<file path="config.mk">
export PLATFORM = sky130hd
export DESIGN_NAME = real_arith32
export DESIGN_NICKNAME = d
export VERILOG_FILES = /design/src/rtl/real_arith32.sv
export SDC_FILE = /design/constraint.sdc
export NUM_CORES = 2
export LEC_CHECK = 0
export CORE_MARGIN = 2
export CORE_UTILIZATION = 42
export CTS_BUF_LIST = sky130_fd_sc_hd__clkbuf_8
export CTS_CLUSTER_SIZE = 14
export DETAILED_ROUTE_END_ITERATION = 16
export MAX_ROUTING_LAYER = met4
export REMOVE_ABC_BUFFERS = 1
export SYNTH_ARGS = -nofsm -noshare
export SYNTH_HDL_FRONTEND = slang
export SYNTH_SLANG_ARGS = --single-unit
</file>
<file path="constraint.sdc">
create_clock -name clk -period 12.3 [get_ports clk]
set_input_delay 1.845 -clock clk [delete_from_list [all_inputs] [get_ports clk]]
set_output_delay 1.845 -clock clk [all_outputs]
set_load 0.05 [all_outputs]
</file>
<file path="src/rtl/real_arith32.sv">
// real_arith32: pipelined binary32 add/sub/mul with DAZ/FTZ and IEEE exception flags.
// Define REAL_ARITH32_RNE_EN for round-to-nearest-even; otherwise results truncate toward zero.
module real_arith32 (
    input  logic        clk,
    input  logic        rst_n,
    input  logic        in_valid,
    input  logic [1:0]  op,
    input  logic [31:0] a,
    input  logic [31:0] b,
    output logic        out_valid,
    output logic [31:0] result,
    output logic [3:0]  flags
);
    localparam logic [31:0] qnan = 32'h7FC0_0000;

    logic        v0, v1, sp1, s1;
    logic [1:0]  op0;
    logic [31:0] a0, b0, sp_res1;
    logic [3:0]  sp_fl1;
    logic [9:0]  e1;
    logic [26:0] m1;

    always_ff @(posedge clk or negedge rst_n)
        if (!rst_n) begin
            v0 <= 1'b0; op0 <= 2'd0; a0 <= '0; b0 <= '0;
        end else begin
            v0 <= in_valid;
            if (in_valid) begin op0 <= op; a0 <= a; b0 <= b; end
        end

    logic        sa, sb, za, zb, ia, ib, na, nb, snan, is_mul, eff_sub, swap, sx;
    logic [7:0]  ea, eb, ex, d;
    logic [23:0] ma, mb, mx, my;
    assign is_mul  = op0 == 2'b10;
    assign sa      = a0[31];
    assign sb      = b0[31] ^ (op0 == 2'b01);
    assign ea      = a0[30:23];
    assign eb      = b0[30:23];
    assign za      = ea == 8'd0;
    assign zb      = eb == 8'd0;
    assign ia      = &ea && a0[22:0] == 23'd0;
    assign ib      = &eb && b0[22:0] == 23'd0;
    assign na      = &ea && |a0[22:0];
    assign nb      = &eb && |b0[22:0];
    assign snan    = (na && !a0[22]) || (nb && !b0[22]);
    assign ma      = {1'b1, a0[22:0]};
    assign mb      = {1'b1, b0[22:0]};
    assign eff_sub = sa ^ sb;
    assign swap    = b0[30:0] > a0[30:0];
    assign sx      = swap ? sb : sa;
    assign ex      = swap ? eb : ea;
    assign d       = swap ? eb - ea : ea - eb;
    assign mx      = swap ? mb : ma;
    assign my      = swap ? ma : mb;

    // Smaller operand carries guard/round plus a sticky bit of everything shifted past them.
    logic [26:0] ys, al, add_m, mul_m;
    logic [27:0] sum;
    logic [4:0]  lz;
    logic [9:0]  add_e, mul_e;
    logic [47:0] p;
    assign ys  = {my, 3'b000} >> d;
    assign al  = {ys[26:1], ys[0] | ((ys << d) != {my, 3'b000})};
    assign sum = eff_sub ? {1'b0, mx, 3'b000} - {1'b0, al} : {1'b0, mx, 3'b000} + {1'b0, al};
    always_comb begin
        lz = 5'd0;
        for (int i = 0; i < 27; i++) lz = sum[i] ? 5'(26 - i) : lz;
    end
    assign add_m = sum[27] ? {sum[27:2], |sum[1:0]} : sum[26:0] << lz;
    assign add_e = sum[27] ? {2'b00, ex} + 10'd1 : {2'b00, ex} - {5'd0, lz};
    assign p     = ma * mb;
    assign mul_m = p[47] ? {p[47:22], |p[21:0]} : {p[46:21], |p[20:0]};
    assign mul_e = {2'b00, ea} + {2'b00, eb} - 10'd127 + {9'd0, p[47]};

    logic        sp;
    logic [31:0] sp_res;
    logic [3:0]  sp_fl;
    always_comb begin
        sp = 1'b1;
        sp_res = qnan;
        sp_fl = 4'b0000;
        if (op0 == 2'b11 || snan) sp_fl = 4'b1000;
        else if (!na && !nb) begin
            if (is_mul) begin
                if ((ia && zb) || (za && ib)) sp_fl = 4'b1000;
                else if (ia || ib) sp_res = {sa ^ sb, 31'h7F80_0000};
                else if (za || zb) sp_res = {sa ^ sb, 31'd0};
                else sp = 1'b0;
            end else begin
                if (ia && ib && eff_sub) sp_fl = 4'b1000;
                else if (ia) sp_res = a0;
                else if (ib) sp_res = {sb, b0[30:0]};
                else if (za && zb) sp_res = {sa & sb, 31'd0};
                else if (za) sp_res = {sb, b0[30:0]};
                else if (zb) sp_res = a0;
                else if (sum == 28'd0) sp_res = 32'd0;
                else sp = 1'b0;
            end
        end
    end

    always_ff @(posedge clk or negedge rst_n)
        if (!rst_n) begin
            v1 <= 1'b0; sp1 <= 1'b0; sp_res1 <= '0; sp_fl1 <= '0; s1 <= 1'b0; e1 <= '0; m1 <= '0;
        end else begin
            v1 <= v0;
            if (v0) begin
                sp1 <= sp; sp_res1 <= sp_res; sp_fl1 <= sp_fl;
                s1 <= is_mul ? sa ^ sb : sx;
                e1 <= is_mul ? mul_e : add_e;
                m1 <= is_mul ? mul_m : add_m;
            end
        end

    logic        inc, nx;
    logic [24:0] mr;
    logic [9:0]  er;
    logic [31:0] res_n;
    logic [3:0]  fl_n;
`ifdef REAL_ARITH32_RNE_EN
    assign inc = m1[2] && (m1[1] || m1[0] || m1[3]);
`else
    assign inc = 1'b0;
`endif
    assign mr = {1'b0, m1[26:3]} + {24'd0, inc};
    assign er = e1 + {9'd0, mr[24]};
    assign nx = |m1[2:0];
    always_comb begin
        res_n = {s1, er[7:0], mr[24] ? mr[23:1] : mr[22:0]};
        fl_n = {3'b000, nx};
        if (sp1) begin
            res_n = sp_res1;
            fl_n = sp_fl1;
        end else if (er[9] || er == 10'd0) begin
            res_n = {s1, 31'd0};
            fl_n = 4'b0011;
        end else if (er >= 10'd255) begin
`ifdef REAL_ARITH32_RNE_EN
            res_n = {s1, 31'h7F80_0000};
`else
            res_n = {s1, 31'h7F7F_FFFF};
`endif
            fl_n = 4'b0101;
        end
    end

    always_ff @(posedge clk or negedge rst_n)
        if (!rst_n) begin
            out_valid <= 1'b0; result <= '0; flags <= '0;
        end else begin
            out_valid <= v1;
            if (v1) begin result <= res_n; flags <= fl_n; end
        end
endmodule

</file>
==> run summary <==
CP endpoint kind: register
Initial antenna violation count: 6
Final Cell Area: 42730 sq um
DR vias: 36930
Ranking of synthesized cells by area: fa_1 25%, dfrtp_1 11%, ha_1 9.8%
Cell Area, Synth: 38900 sq um
HP Class: reg2reg
Status: complete, no violations
GRT Total Usage: 0.3438
CTS tree: yes
Core area: 91660 sq um
Startpoint type of the worst setup path: register
Distinct cell type count of the synthesized netlist: 115
Clk Latency, worst-skew pair: 0.61 ns
Area grow syn2layout: 9.850%
DRC: 0
Grt total ovfl: 0
Ys Warns: 0
Reg2Reg Depth: 46
Clock Path Buffers: 2
Total CTS buffers: 17
Std-Cell Rows: 111
H-tree Lvls: 4
Synth top area share: 0.2507
Post-CTS setup buffer count: 0
Vias in the first global route: 36860
Final setup viols: 0
Final min period: 11.67 ns
Setup CP Type: reg2reg
First-pass GRT wire length: 237300 um
Required @ worst endpoint: 12.77 ns
Finished Core Util: 0.4661
Multi-input logic area: 30680 sq um
DRT Wirelength: 156800 um
Pin count of the biggest net entering global routing: 78
Layout net count: 5788
Drt via density: 6.020
Commonest register cell after synthesis: dfrtp_1
WHS Path Cells: 1
Final hold viol count: 0
Port Buf Inserts: 105
Area leader, netlist: fa_1
Crit Path Max Fanout: 59
DR pass1 iterations: 7
RSZ-0062 raised after global routing: false
Clock Sinks: 176
Worst slack at placement: 0.7725 ns
Post-synth EDFFs: 0
Register area share after synthesis: 0.1132
Filler cells: 9173
Max-Cap Viols: 0
Total die area: 95060 sq um
Root buffer cell: clkbuf_8
First DRT Iteration DRCs: 4286
Final worst-path cycle share: 0.9491
GPL Wtd Cong: 1.017
Reg clk slew, reported paths: 0.14 ns
Yosys reg bits: 176
Post-DP HPWL: 120800 um
Final clock skew: 0.03268 ns
Max-slew headroom: 0.2420
Setup TNS: 0 ns
Fmax: 0.08566 GHz
Placed inst area: 42280 sq um
Fin worst setup slack: 0.6265 ns
Avg WL per Cell: 25.57 um
Max-slew violations: 0
Syn_area_per_cell: 8.033 sq um
Layout cells sized above 1: 0.09615
Worst-Margin Slew: 1.137 ns
Gate Count Post-Synth: 4842
Final ANT Viol Nets: 0
Fraction of registers with async set/reset: 1.000
Post-CTS Hold Fix Bufs: 0
Die Span Y: 308.3 um
CP dominant cell by count: o21ai_0
Slowest-stage cell, CP: a222oi_1
CP peak stage delay: 0.86 ns
Register area: 4407 sq um
I/O pin total: 106
Crit path arrival time: 12.15 ns
Initial core utilization: 0.4243
Die X: 308.3 um
[synthesized netlist by cell type, types with 39 or more instances]
cell,instances
nand2_1,553
a211oi_1,51
dfrtp_1,176
ha_1,304
nor3_1,125
fa_1,487
a21oi_1,288
xnor2_1,58
o21ai_0,203
and2_1,173
a31oi_1,41
nor2_1,403
nand3_1,72
mux2_2,66
clkbuf_1,230
a21o_1,39
inv_1,694
mux2i_1,134
[cell type report]
type | count | share of cell area
repair inverters | 1 | 0.0001757
clock inverters | 14 | 0.003426
multi-input cells | 3657 | 0.7181
diodes | 8 | 0.0004685
well taps | 1186 | 0.03473
repair buffers | 374 | 0.07277
flip-flops and latches | 176 | 0.1031
clock buffers | 17 | 0.005476
inverters | 701 | 0.06176
[layer usage]
layer	share of wire	track usage	wire, um
met4	0.040	0.1237	6344
met2	0.43	0.5038	67610
met5	0	-	0
met3	0.099	0.07490	15510
met1	0.43	0.4663	67380
[repair_timing]
action / CTS / global route
gates resized for setup: 0 / 8
setup endpoints to repair: 0 / 13
endpoints found under the hold margin: 0 / 0
[registers in the layout, summed over array words and instances (netlist names)]
register and count:
a0 32, b0 32, e1 10, flags 4
m1 26, op0 2, out_valid 1, result 32
s1 1, sp1 1, sp_fl1 1, sp_res1 32
v0 1, v1 1
[worst max-delay path: cells and delay by family, from the launching register on]
| kind | cells | cell delay [ns] |
|---|---|---|
| compound gates | 24 | 5.53 |
| simple gates | 10 | 2.09 |
| buf+inv | 7 | 1.70 |
| fa+ha+maj | 3 | 1.08 |
| flops | 1 | 0.64 |
| mux | 1 | 0.29 |
| xor+xnor | 1 | 0.15 |
[path summary, 6_finish.rpt]
path | endpoint | slack, ns | start
max | e1[6] | 0.63 | b0[0]
min | sp_res1[14] | 0.50 | sp_res1[14]
max reg2reg | e1[6] | 0.63 | b0[0]
min reg2reg | sp_res1[14] | 0.50 | sp_res1[14]
max in group asynchronous | sp_res1[15] | 9.05 | rst_n
min in group asynchronous | a0[28] | 1.23 | rst_n
[stage by stage]
stage,instances,hold WS [ns]
final,6134,0.5009
after global routing,6133,0.5233
after CTS,6125,0.5044
after detailed placement,6094,0.4762
after global placement,6094,0.4740
after floorplan,4534,0.4559
[cells by family after synthesis]
logic type      after synthesis  share of synthesized area
compound gates             1029                     0.1768
flops                       176                     0.1132
mux                         211                    0.05874
simple gates               1546                     0.1843
xor+xnor                     80                    0.01821
fa+ha+maj                   791                     0.3484
buf+inv                    1009                     0.1003
[cells in the final DEF, fill, tap and decap left out, types with 103 or more instances in the layout]
master	Yosys	layout
a21oi_1	288	286
and2_1	173	173
buf_4	8	267
clkdlybuf4s50_1	0	103
dfrtp_1	176	174
fa_1	487	486
ha_1	304	303
inv_1	694	691
mux2i_1	134	134
nand2_1	553	553
nor2_1	403	403
nor3_1	125	124
o21ai_0	203	201
Power is not shown: default switching activity piles up to over one toggle a cycle in this logic, so the estimate is an artifact.
